## config.mk

```make
export PLATFORM = sky130hd
export DESIGN_NAME = cromatic_ctrl
export DESIGN_NICKNAME = d
export VERILOG_FILES = /design/src/rtl/cromatic_ctrl.sv
export SDC_FILE = /design/constraint.sdc
export NUM_CORES = 1
export LEC_CHECK = 0
export CORE_UTILIZATION = 46
export CTS_CLUSTER_SIZE = 40
export DETAILED_ROUTE_END_ITERATION = 10
export GPL_TIMING_DRIVEN = 0
export HOLD_SLACK_MARGIN = 0.1
export SLEW_MARGIN = 20
export SYNTH_ARGS = -nofsm -noshare
export SYNTH_HDL_FRONTEND = slang
export SYNTH_SLANG_ARGS = --single-unit
```

## constraint.sdc

```tcl
create_clock -name clk -period 2.92 [get_ports clk]
set_input_delay 0.292 -clock clk [delete_from_list [all_inputs] [get_ports clk]]
set_output_delay 0.292 -clock clk [all_outputs]
set_load 0.02 [all_outputs]
```

## src/rtl/cromatic_ctrl.sv

```systemverilog
// cromatic_ctrl: button debounce, colour-advance sequencing (manual/auto)
// and a glitch-free PWM brightness controller for an RGB colour datapath.
//
// state  | meaning
// MANUAL | colour advances only on btn_n presses
// AUTO   | colour also advances every AUTO_CYCLES clocks
module cromatic_ctrl #(
  parameter int DEB_CYCLES  = 50000,
  parameter int PWM_BITS    = 8,
  parameter int STEP        = 16,
  parameter int AUTO_CYCLES = 25000000
) (
  input  logic              clk,
  input  logic              rst,
  input  logic              btn_n,
  input  logic              up_n,
  input  logic              dn_n,
  input  logic              auto_en,
  output logic              f_edge,
  output logic              pwm_out,
  output logic [2:0]        color_idx,
  output logic [PWM_BITS:0] duty
);

  localparam int DW = (DEB_CYCLES > 1) ? $clog2(DEB_CYCLES + 1) : 1;
  localparam int AW = (AUTO_CYCLES > 1) ? $clog2(AUTO_CYCLES) : 1;
  localparam logic [DW-1:0] DEB_LAST = DW'(DEB_CYCLES - 1);
  localparam logic [AW-1:0] AUTO_LAST = AW'(AUTO_CYCLES - 1);
  localparam logic [PWM_BITS:0] FULL = {1'b1, {PWM_BITS{1'b0}}};
  localparam logic [PWM_BITS:0] STEP_V = (PWM_BITS + 1)'(STEP);

  typedef enum logic {
    MANUAL = 1'b0,
    AUTO   = 1'b1
  } mode_t;

  // Button index: 0 = colour advance, 1 = brightness up, 2 = brightness down.
  logic [2:0]          raw;
  logic [2:0]          sync1;
  logic [2:0]          sync2;
  logic [2:0]          lvl;
  logic [2:0]          lvl_d;
  logic [2:0]          press;
  logic [DW-1:0]       deb_cnt [3];

  mode_t               state;
  mode_t               next_state;
  logic [AW-1:0]       auto_cnt;
  logic                auto_tc;
  logic                auto_clr;

  logic [PWM_BITS:0]   pend;
  logic [PWM_BITS:0]   pend_next;
  logic [PWM_BITS-1:0] pwm_cnt;

  assign raw   = {dn_n, up_n, btn_n};
  // A press is the cycle after a debounced level falls; releases are ignored.
  assign press = lvl_d & ~lvl;

  // Two-flop synchronizers followed by per-button stability counters.
  always_ff @(posedge clk) begin
    if (rst) begin
      sync1 <= '1;
      sync2 <= '1;
      lvl   <= '1;
      lvl_d <= '1;
      for (int i = 0; i < 3; i++) deb_cnt[i] <= '0;
    end else begin
      sync1 <= raw;
      sync2 <= sync1;
      lvl_d <= lvl;
      for (int i = 0; i < 3; i++) begin
        if (sync2[i] == lvl[i]) begin
          deb_cnt[i] <= '0;
        end else if (deb_cnt[i] == DEB_LAST) begin
          // The DEB_CYCLES-th consecutive differing sample flips the level.
          deb_cnt[i] <= '0;
          lvl[i]     <= sync2[i];
        end else begin
          deb_cnt[i] <= deb_cnt[i] + 1'b1;
        end
      end
    end
  end

  // Mode state register.
  always_ff @(posedge clk) begin
    if (rst) state <= MANUAL;
    else     state <= next_state;
  end

  // Mode next-state logic plus auto-advance terminal count and counter clear.
  always_comb begin
    next_state = state;
    case (state)
      MANUAL:  if (auto_en)  next_state = AUTO;
      AUTO:    if (!auto_en) next_state = MANUAL;
      default: next_state = MANUAL;
    endcase
    auto_tc  = (state == AUTO) && (auto_cnt == AUTO_LAST);
    auto_clr = (next_state != state) || press[0] || auto_tc;
  end

  // Auto-advance interval counter, restarted by mode changes and presses.
  always_ff @(posedge clk) begin
    if (rst)                 auto_cnt <= '0;
    else if (auto_clr)       auto_cnt <= '0;
    else if (state == AUTO)  auto_cnt <= auto_cnt + 1'b1;
  end

  // Colour-advance pulse; a press and a terminal count together give one pulse,
  // and the feedback term keeps the pulse from ever lasting two cycles.
  always_ff @(posedge clk) begin
    if (rst) f_edge <= 1'b0;
    else     f_edge <= (press[0] | auto_tc) & ~f_edge;
  end

  // Colour index mirrors the datapath, cycling through 0..6.
  always_ff @(posedge clk) begin
    if (rst)          color_idx <= 3'd0;
    else if (f_edge)  color_idx <= (color_idx == 3'd6) ? 3'd0 : color_idx + 3'd1;
  end

  // Saturating pending-duty update; simultaneous up and down cancel.
  always_comb begin
    pend_next = pend;
    if (press[1] && !press[2]) begin
      pend_next = ((FULL - pend) < STEP_V) ? FULL : pend + STEP_V;
    end else if (press[2] && !press[1]) begin
      pend_next = (pend < STEP_V) ? '0 : pend - STEP_V;
    end
  end

  // Pending duty register.
  always_ff @(posedge clk) begin
    if (rst) pend <= FULL;
    else     pend <= pend_next;
  end

  // Free-running PWM; the active duty only changes at the counter wrap so a
  // period is never cut short or stretched by a mid-period update.
  always_ff @(posedge clk) begin
    if (rst) begin
      pwm_cnt <= '0;
      duty    <= FULL;
      pwm_out <= 1'b0;
    end else begin
      pwm_cnt <= pwm_cnt + 1'b1;
      if (pwm_cnt == '1) duty <= pend;
      pwm_out <= ({1'b0, pwm_cnt} >= duty);
    end
  end

endmodule

```

# After elaboration in Yosys (flattened, before gate mapping)
# Memories as Yosys holds them, arrays and structs flattened.
# Index checks and enable logic that the tools add are counted.
# totals
output_inout_bits	14
mem_count	1
ramBits	48
inputBits	6
ff_bits	69
# memory_table
memory	depth	word_bits	rd	rd_clocked_by_memory_dff	write_ports	line	source
deb_cnt	3	16	3	0	3	44	logic [DW-1:0] deb_cnt [3];
# op_classes
order_cmp	3
addsub	9
muxes	50
eq_ne	10
n_bitwise	17
n_reduce_logical	12
# op_table
cell	count
16-bit two-way mux	9
16-bit by 1-bit adder with 16-bit output (second input constant)	3
16-bit equality test (second input constant)	3
1-bit two-way mux	36
9-bit two-way mux	4
25-bit by 1-bit adder with 25-bit output (second input constant)	1
25-bit equality test (second input constant)	1
9-bit by 5-bit less-than comparator with 1-bit output (second input constant)	2
1-bit bitwise OR	10
9-bit by 5-bit adder with 9-bit output (second input constant)	1
8-bit by 9-bit greater-or-equal comparator with 1-bit output	1
9-bit by 5-bit subtractor with 9-bit output (second input constant)	1
9-bit subtractor (first input constant)	1
8-bit by 1-bit adder with 8-bit output (second input constant)	1
8-bit equality test (second input constant)	1
2-bit AND reduction	3
1-bit inverter	4
3-bit by 1-bit adder with 3-bit output (second input constant)	1
3-bit bitwise AND	1
1-bit equality test	3
3-bit equality test (second input constant)	1
1-bit logical AND	3
3-bit two-way mux	1
3-bit inverter	1
other kinds (6)	8

# Depth between registers and ports, before layout
# Gate-level depths: netlist (run 1).
# depth
depth_word	7
mapped_depth	8

# Worst setup path after synthesis (run 1)
# OpenSTA, ideal clock, no wires.
# synth_timing
path_type	flip-flop to flip-flop
from	memory deb_cnt[2][10] in the netlist's numbering
to	memory deb_cnt[2][6] in the netlist's numbering (data pin)
setup_ps	254
path_slack_ps	1108
n_path_buf	2
arrival_time_ps	1557
path_stages_with_launch	7
cell_sequence	edfxtp_1 -> or4b_1 -> nor3_2 -> or2_1 -> buf_4 -> buf_6 -> nor2_1
# synth_rtl
element	line
start, declared	44

# Worst setup path after layout (run 1)
# layout_timing
from	register pend[4]
to	register pend[8]
# layout_between
elab_chain_cells	4
# layout_lines
element	line	source
start, declared	52	logic [PWM_BITS:0] pend;
start signal, assigned	137	else pend <= pend_next;
9-bit subtractor (tied with other cells)	128	pend_next = ((FULL - pend) < STEP_V) ? FULL : pend + STEP_V;
9-bit by 5-bit less-than comparator with 1-bit output or 9-bit two-way mux (tied branches)	128, 130	
9-bit two-way mux, on equally long branches	128, 129	
9-bit two-way mux *	127	if (press[1] && !press[2]) begin
# Mark *: on every way between the ends. The rest lies on a longest branch, timed or not. The select of a mux whose other input is x is not followed.
# A chain may end at the register's enable or synchronous reset.

==> flow_metrics.py, run 1 <==
metrics = {
    "worst_setup_path": {
        "critical-path-top-delay-family": "compound AO/OA/AOI/OAI gates",
        "worst_setup_path_end_kind": "register",
        "crit_chain": "inv_1, ha_1, or2_2, a21oi_1, o221ai_1, nor4b_1, a311oi_1",
        "crit_fanout": 9,
        "cp.buffers_inverters": 1,
        "cp.required_ns": 3.18,
        "worst_ep_arrival_time_ns": 2.31,
        "setup.worst_path.start": "pend[4]$_SDFFE_PP0P_",
        "reg2reg_depth": 7,
        "worst_setup_path_start_kind": "register",
        "r2r_slack_ns": 0.87,
        "rr_endpoint": "pend[8]$_SDFFE_PP1P_",
        "critical-path-slowest-cell": "dfxtp_1",
        "crit_end": "pend[8]$_SDFFE_PP1P_",
        "rr_startpoint": "pend[4]$_SDFFE_PP0P_",
        "cp.depth": 7,
        "worst-setup-path-type": "reg -> reg",
        "cp_slowest_stage_delay_ns": 0.49,
    },
    "finish": {
        "drive_gt1_frac": 0.0778,
        "nNetsFinal": 658,
        "register_area_um2": 2660,
        "layout_commonest_cell": "nor2_1",
        "multi_input_area_um2": 2810,
        "n_antenna_cell": 0,
        "fill_cells": 1084,
        "layout_common_cells": "106 x nor2_1, 61 x dfxtp_1, 52 x conb_1",
        "syn2layout_area_growth_pct": 14.9,
    },
    "route": {
        "routedWlPerCell_um": 12.2,
        "vias": 3948,
        "antenna_left": 0,
        "drcViolationCount": 2,
        "drt_iter0_drc": 174,
        "wirelength_um": 9580,
        "viasPerCell": 5.02,
        "firstDrtPassIters": 7,
    },
    "cts": {
        "h-tree-depth": 3,
        "postCtsHoldBufs": 0,
        "cts_made_buffers": 9,
        "cts_root_buf": "clkbuf_16",
        "clockBufferDepth": 2,
        "ctsResizeCount": 0,
        "post_cts_buffers": 0,
        "clkLatencyLatePin_ns": 0.34,
        "clk_pin_slew_worst_paths_ns": 0.07,
        "cts_sinks": 109,
        "cts_tree": "yes",
    },
    "power": {
        "power_w": 0.00308,
        "p_leak_nw": 2.26,
        "switchingPower_w": 0.000650,
        "clockPowerShare": 0.421,
        "peakVddDrop_mv": 0.242,
        "comb_power_share": 0.038,
        "powerDensity_nw_per_um2": 488,
        "p_int_w": 0.00243,
        "p_sw_frac": 0.211,
        "sequentialPowerShare": 0.541,
    },
    "die": {
        "rows": 39,
        "fp.dieH_um": 111,
        "core_area_um2": 11500,
        "die_area_um2": 12400,
        "die_w_um": 111,
        "initial_core_util": 0.477,
        "io_pins": 20,
    },
    "min_path": {
        "hp-class": "reg -> reg",
        "hp-start": "sync1[0]$_SDFF_PP1_",
        "hold_path_depth": 1,
    },
    "timing": {
        "finalSetupViolations": 0,
        "hold_viol": 0,
        "slew_headroom": 0.628,
        "min_period_over_period": 0.702,
        "max_freq_mhz": 488,
        "setup_tns_ns": 0,
        "period_needed_ns": 2.05,
        "worstMarginPinSlew_ns": 0.556,
        "rsz0062_at_grt": "false",
        "fin_worst_skew_ns": 0.00647,
        "finalMaxSlewViolations": 0,
    },
    "global_routing": {
        "grt.overflow.total": 0,
        "grtUsageTotal": 0.172,
        "grt_max_degree": 18,
        "grt_pass1_vias": 3853,
        "antenna_found_initial": 0,
        "grt_pass1_wl_um": 17500,
    },
    "yosys": {
        "synth_edf_count": 48,
        "synth_cells": 563,
        "syn_area_um2": 5490,
        "synth_cell_types": 53,
        "ys_seq_elements": 109,
        "synthArstFlopShare": 0,
        "avgSynthCellArea_um2": 9.75,
        "synth_area_leader_cell": "edfxtp_1",
        "synth_top_area_frac": 0.263,
        "synth_flop_cell": "dfxtp_1",
        "synth_warnings": 0,
        "yosysSeqAreaShare": 0.485,
        "synth.area.top_cells": "edfxtp_1 26%, dfxtp_1 22%, nor2_1 7.2%",
    },
    "outcome": {
        "status": "finished with violations",
        "violations": "DRC",
    },
    "placement": {
        "io_buffers": 14,
        "dp_hpwl_um": 6850,
        "gp_congestion": 0.804,
    },
    "flow_run": {
        "drv_cap": 0,
    },
}
Yosys cell counts (all sizes together) (16+ instances only):
cell type / n
and3: 16
dfxtp: 61
edfxtp: 48
inv: 16
nand2: 32
nand3: 33
nand4: 19
nor2: 108
nor3: 16
xnor2: 34
xor2: 39
logic make-up (layout without fill, tap and decap cells):
kind of cell,after synthesis,in the layout,synth area share
buffers and inverters,39,69,0.0381
AOI/OAI and AO/OA,38,38,0.0458
xor gates and xnor gates,73,73,0.116
adders and majority gates,14,14,0.0319
other,2,52,0.00137
and+or+nand+nor,283,283,0.272
muxes,5,5,0.00912
DFF,109,109,0.485
cell type report:
cell class,count,share of cell area
multi-input combinational,465,0.445
sequential,109,0.422
clock buffer,9,0.0357
tap,143,0.0284
buffer,23,0.0236
timing repair buffer,14,0.0222
clock inverter,7,0.0141
inverter,16,0.00952
power by group through the flow:
| stage | logic [W] | registers (W) | clock network [W] |
|---|---|---|---|
| 3_3_place_gp | 0.000117 | 0.00170 | 0 |
| 5_1_grt | 0.000136 | 0.00167 | 0.00140 |
| 3_5_place_dp | 0.000118 | 0.00170 | 0 |
| 4_1_cts | 0.000119 | 0.00166 | 0.00134 |
| 2_1_floorplan | 0.0000947 | 0.00169 | 0 |
| 6_report | 0.000118 | 0.00166 | 0.00129 |
worst reg2reg max path: cells and delay by family, from the launching register on:
family / cells / cell delay [ns]
flops: 1 / 0.49
buf+inv: 1 / 0.13
simple gates: 2 / 0.49
compound gates: 3 / 0.63
fa+ha+maj: 1 / 0.23
stage by stage:
stage	instance area (µm²)	setup slack [ns]	utilization	std cells	hold slack [ns]
global placement	6000	0.881	0.521	770	0.396
finish	6310	0.870	0.548	786	0.413
detailed placement	6000	0.875	0.521	770	0.401
global route	6310	0.703	0.548	786	0.425
CTS	6310	0.857	0.548	786	0.418
floorplan	5680	1.11	-	613	0.389
how the worst min path moves through the flow:
stage                           to  slack [ns]
2_1_floorplan  sync2[0]$_SDFF_PP1_        0.39
3_3_place_gp   sync2[0]$_SDFF_PP1_        0.40
6_report       sync2[0]$_SDFF_PP1_        0.41
5_1_grt        sync2[0]$_SDFF_PP1_        0.42
3_5_place_dp   sync2[1]$_SDFF_PP1_        0.40
4_1_cts        sync2[1]$_SDFF_PP1_        0.42
flip-flops by register name, indices dropped and copies added, names as in the netlist:
name,flops
sync1,3
lvl,3
deb_cnt,48
color_idx,3
pwm_cnt,8
pwm_out,1
sync2,3
auto_cnt,25
state,1
lvl_d,3
duty,5
f_edge,1
pend,5
routing by layer:
metal | wire, µm | vias up | part of all wire | track usage
li1 | - | 2055 | - | -
met2 | 4430 | 45 | 0.46 | 0.283
met3 | 184 | 9 | 0.019 | 0.0224
met5 | 0 | - | 0 | 0
met4 | 143 | 0 | 0.015 | 0.0757
met1 | 4820 | 1839 | 0.50 | 0.227
No activity file was read; power rests on OpenSTA's default activity.
==> run 2: changes to the inputs <==
- clock period: 2.92 -> 1.9 ns (I/O delays scaled with it)
==> flow_metrics.py, run 2 (synthesis gave the netlist of run 1 again) <==
metrics = {
    "outcome": {
        "status": "finished with violations",
        "violations": "DRC",
    },
    "finish": {
        "fill_cells": 1064,
        "n_antenna_cell": 0,
        "syn2layout_area_growth_pct": 18.7,
        "design_area_um2": 6520,
        "largest_register_ffs": 48,
        "layout_common_cells": "96 x nor2_1, 58 x dfxtp_1, 52 x conb_1",
        "layout_commonest_cell": "nor2_1",
        "instances_no_fill": 798,
        "register_area_um2": 2670,
        "top_register": "deb_cnt",
        "multi_input_area_um2": 2880,
        "final_util": 0.566,
        "drive_gt1_frac": 0.130,
        "nNetsFinal": 670,
        "largest_registers": "deb_cnt x48, auto_cnt x25, pwm_cnt x8",
    },
    "timing": {
        "period_needed_ns": 1.88,
        "max_freq_mhz": 533,
        "min_period_over_period": 0.987,
        "worstMarginPinSlew_ns": 0.558,
        "slew_headroom": 0.626,
        "hold_viol": 0,
        "finalSetupViolations": 0,
        "finalMaxSlewViolations": 0,
        "rsz0062_at_grt": "true",
        "fin_ws_ns": 0.0241,
        "fin_worst_skew_ns": 0.00623,
    },
    "global_routing": {
        "grt_pass1_vias": 3863,
        "grt_max_degree": 18,
        "grt.overflow.total": 0,
        "grt_pass1_wl_um": 17500,
        "antenna_found_initial": 0,
        "grtUsageTotal": 0.173,
    },
    "worst_setup_path": {
        "worst_setup_path_start_kind": "register",
        "critical-path-slowest-cell": "or4b_4",
        "worst_ep_arrival_time_ns": 1.98,
        "worst-setup-path-type": "reg -> reg",
        "rr_startpoint": "deb_cnt[2][12]$_SDFFCE_PN0P_",
        "setup.worst_path.start": "deb_cnt[2][12]$_SDFFCE_PN0P_",
        "crit_chain": "or4b_4, nor3_4, or2_1, buf_6, clkbuf_16, nor2_2",
        "crit_fanout": 5,
        "r2r_slack_ns": 0.02,
        "worst_setup_path_end_kind": "register",
        "cp.buffers_inverters": 2,
        "cp_slowest_stage_delay_ns": 0.55,
        "cp.required_ns": 2.00,
        "critical-path-top-delay-family": "simple AND/OR/NAND/NOR gates",
    },
    "die": {
        "rows": 39,
        "io_pins": 20,
        "die_w_um": 111,
        "fp.dieH_um": 111,
        "core_area_um2": 11500,
        "initial_core_util": 0.477,
        "die_area_um2": 12400,
    },
    "placement": {
        "dp_hpwl_um": 6850,
        "place_inst": 770,
        "io_buffers": 14,
        "dpl-instance-area_um2": 6000,
        "gp_congestion": 0.804,
        "place_worst_setup_slack_ns": -0.145,
    },
    "cts": {
        "postCtsHoldBufs": 0,
        "cts_root_buf": "clkbuf_16",
        "cts_tree": "yes",
        "h-tree-depth": 3,
        "clk_pin_slew_worst_paths_ns": 0.07,
        "clockBufferDepth": 2,
        "cts_made_buffers": 9,
        "clkLatencyLatePin_ns": 0.34,
        "cts_sinks": 109,
    },
    "route": {
        "wirelength_um": 10000,
        "firstDrtPassIters": 7,
        "drcViolationCount": 2,
        "viasPerCell": 5.04,
        "drt_iter0_drc": 158,
        "vias": 4023,
        "antenna_left": 0,
        "routedWlPerCell_um": 12.5,
    },
    "power": {
        "powerDensity_nw_per_um2": 731,
        "peakVddDrop_mv": 0.377,
        "power_w": 0.00476,
        "p_leak_nw": 2.36,
    },
    "flow_run": {
        "drv_cap": 0,
    },
    "min_path": {
        "hp-class": "in -> reg",
        "hp-start": "up_n",
    },
}
run 2: cell types whose count changed in the layout (fill, tap and decap cells not counted), sizes merged:
| cell | previous run | this run |
|---|---|---|
| buf | 14 | 27 |
| clkbuf | 18 | 17 |
run 2: repair_timing:
item                                    CTS  global route
pin swaps                                 1             9
setup buffers                             2            12
cloned                                    0             1
resized for setup                         3            23
endpoints found under the setup margin   36            66
run 2: final cells by class:
cell class | count | share of cell area
well taps | 143 | 0.0275
clock buffers | 9 | 0.0346
clock inverters | 7 | 0.0136
repair buffers | 29 | 0.0415
flip-flops and latches | 109 | 0.409
plain buffers | 20 | 0.0223
inverters | 16 | 0.00921
multi-input cells | 465 | 0.442
run 2: power breakdown:
part / switching (W) / internal, W
Combinational: 0.000110 / 0.0000948
Clock: 0.000852 / 0.00115
Sequential: 0.0000563 / 0.00250
run 2: through the flow:
step                hold WS, ns  TNS [ns]
floorplan                 0.294         0
global placement          0.396     -3.59
detailed placement        0.401     -3.63
CTS                       0.402         0
global route              0.411   -0.0852
finish                    0.410         0
run 2: worst paths after layout:
path	end	cells past startpoint
worst max register to register	deb_cnt[2][7]$_SDFFCE_PN0P_	6
worst min-delay path	sync1[1]$_SDFF_PP1_	2
worst min register to register	sync2[0]$_SDFF_PP1_	1
worst max-delay path	deb_cnt[2][7]$_SDFFCE_PN0P_	6
run 2: layer usage:
layer / wire, µm / share of wire / GRT usage
met5: 0 / 0 / 0
met4: 143 / 0.014 / 0.0766
met3: 181 / 0.018 / 0.0224
met2: 4680 / 0.47 / 0.284
met1: 5000 / 0.50 / 0.229
==> run 3: changes to the inputs <==
- GPL_TIMING_DRIVEN: 0 -> not set
- SKIP_CTS_REPAIR_TIMING: not set -> 1
==> flow_metrics.py, run 3 (synthesis gave the netlist of run 1 again) <==
metrics = {
    "cts": {
        "clk_pin_slew_worst_paths_ns": 0.07,
        "cts_tree": "yes",
        "cts_root_buf": "clkbuf_16",
        "clockBufferDepth": 2,
        "cts_sinks": 109,
        "clkLatencyLatePin_ns": 0.35,
        "h-tree-depth": 3,
        "cts_made_buffers": 9,
    },
    "placement": {
        "gp_congestion": 0.826,
        "dp_hpwl_um": 6680,
        "io_buffers": 15,
    },
    "power": {
        "p_leak_nw": 2.30,
        "p_int_w": 0.00358,
        "peakVddDrop_mv": 0.537,
        "switchingPower_w": 0.000976,
        "comb_power_share": 0.040,
        "powerDensity_nw_per_um2": 718,
        "power_w": 0.00456,
        "p_sw_frac": 0.214,
        "clockPowerShare": 0.399,
        "sequentialPowerShare": 0.561,
    },
    "min_path": {
        "hold_path_depth": 2,
        "min_to": "sync1[1]$_SDFF_PP1_",
        "hp-start": "up_n",
        "hp-class": "in -> reg",
    },
    "finish": {
        "drive_gt1_frac": 0.0963,
        "layout_commonest_cell": "nor2_1",
        "nNetsFinal": 659,
        "largest_register_ffs": 48,
        "largest_registers": "deb_cnt x48, auto_cnt x25, pwm_cnt x8",
        "syn2layout_area_growth_pct": 15.7,
        "layout_common_cells": "106 x nor2_1, 61 x dfxtp_1, 52 x conb_1",
        "final_util": 0.552,
        "top_register": "deb_cnt",
        "n_antenna_cell": 0,
    },
    "worst_setup_path": {
        "worst_setup_path_start_kind": "register",
        "cp.required_ns": 2.01,
        "crit_chain": "or4b_1, nor3_2, or2_4, buf_4, nor2_1",
        "r2r_slack_ns": 0.11,
        "crit_fanout": 6,
        "worst_setup_path_end_kind": "register",
        "critical-path-slowest-cell": "or4b_1",
        "reg2reg_depth": 5,
        "cp_slowest_stage_delay_ns": 0.56,
        "worst_ep_arrival_time_ns": 1.89,
        "rr_startpoint": "deb_cnt[2][12]$_SDFFCE_PN0P_",
        "worst-setup-path-type": "reg -> reg",
        "rr_endpoint": "deb_cnt[2][7]$_SDFFCE_PN0P_",
    },
    "global_routing": {
        "grt.overflow.total": 0,
        "grt_max_degree": 25,
        "antenna_found_initial": 0,
        "grtUsageTotal": 0.164,
        "grt_pass1_vias": 3716,
        "grt_pass1_wl_um": 16500,
    },
    "outcome": {
        "violations": "DRC",
        "status": "finished with violations",
    },
    "die": {
        "die_area_um2": 12400,
        "initial_core_util": 0.477,
        "die_w_um": 111,
        "core_area_um2": 11500,
        "fp.dieH_um": 111,
        "rows": 39,
        "io_pins": 20,
    },
    "route": {
        "antenna_left": 0,
        "drcViolationCount": 3,
        "firstDrtPassIters": 7,
        "viasPerCell": 5.05,
        "vias": 3971,
        "drt_iter0_drc": 125,
        "routedWlPerCell_um": 11.9,
        "wirelength_um": 9360,
    },
    "timing": {
        "finalSetupViolations": 0,
        "min_period_over_period": 0.941,
        "rsz0062_at_grt": "false",
        "finalMaxSlewViolations": 0,
        "hold_viol": 0,
        "setup_tns_ns": 0,
        "max_freq_mhz": 559,
        "fin_worst_skew_ns": 0.00721,
        "period_needed_ns": 1.79,
    },
    "flow_run": {
        "drv_cap": 0,
    },
}
-- run 3: cell count changes in the layout (fill, tap and decap cells not counted), moves of 3 or more --
| cell | before | now |
|---|---|---|
| buf_6 | 4 | 0 |
| buf_4 | 18 | 21 |
| nor2_2 | 10 | 2 |
| nor2_1 | 96 | 106 |
| clkbuf_1 | 7 | 1 |
| clkbuf_8 | 0 | 3 |
| dfxtp_1 | 58 | 61 |
-- run 3: power by group through the flow --
stage               sequential, W  combinational (W)  clock (W)
floorplan                 0.00259           0.000146          0
global placement          0.00261           0.000179          0
detailed placement        0.00261           0.000181          0
CTS                       0.00255           0.000182    0.00189
global route              0.00256           0.000208    0.00197
finish                    0.00256           0.000184    0.00182
-- run 3: per-layer routing --
metal,part of all wire,vias up,GRT usage
li1,-,2055,-
met5,0,-,0
met2,0.46,47,0.263
met4,0.021,0,0.0784
met3,0.024,15,0.0344
met1,0.50,1854,0.211
-- run 3: how the worst max path moves through the flow --
| stage | startpoint | to | slack [ns] | cells past startpoint |
|---|---|---|---|---|
| global route | deb_cnt[2][4]$_SDFFCE_PN0P_ | deb_cnt[2][7]$_SDFFCE_PN0P_ | 0.01 | 6 |
| floorplan | deb_cnt[2][10]$_SDFFCE_PN0P_ | deb_cnt[2][8]$_SDFFCE_PN0P_ | 0.09 | 6 |
| global placement | deb_cnt[2][12]$_SDFFCE_PN0P_ | deb_cnt[2][5]$_SDFFCE_PN0P_ | 0.11 | 5 |
| CTS | deb_cnt[2][12]$_SDFFCE_PN0P_ | deb_cnt[2][15]$_SDFFCE_PN0P_ | -0.02 | 5 |
| finish | deb_cnt[2][12]$_SDFFCE_PN0P_ | deb_cnt[2][7]$_SDFFCE_PN0P_ | 0.11 | 5 |
| detailed placement | deb_cnt[2][12]$_SDFFCE_PN0P_ | deb_cnt[2][15]$_SDFFCE_PN0P_ | 0.001 | 5 |
-- run 3: final cells by class --
type / count / area (µm²)
fill: 1072 / 5160
multi-input combinational: 465 / 2820
sequential: 109 / 2660
timing repair buffer: 38 / 348
clock buffer: 13 / 270
tap: 143 / 179
inverter: 16 / 60.1
clock inverter: 3 / 17.5
-- run 3: worst max-delay path, delay by kind of cell (launching register included) --
family,cells,cell delay [ns]
AND/OR/NAND/NOR,4,0.98
flip-flops,1,0.42
buffers and inverters,1,0.14
-- run 3: through the flow --
stage	worst slack [ns]	std cells	hold WS [ns]	instance area, µm²
2_1_floorplan	0.0882	613	0.294	5680
3_3_place_gp	0.113	771	0.397	6060
3_5_place_dp	0.00137	771	0.399	6060
4_1_cts	-0.0184	787	0.390	6340
5_1_grt	0.0134	787	0.415	6350
6_report	0.112	787	0.402	6350
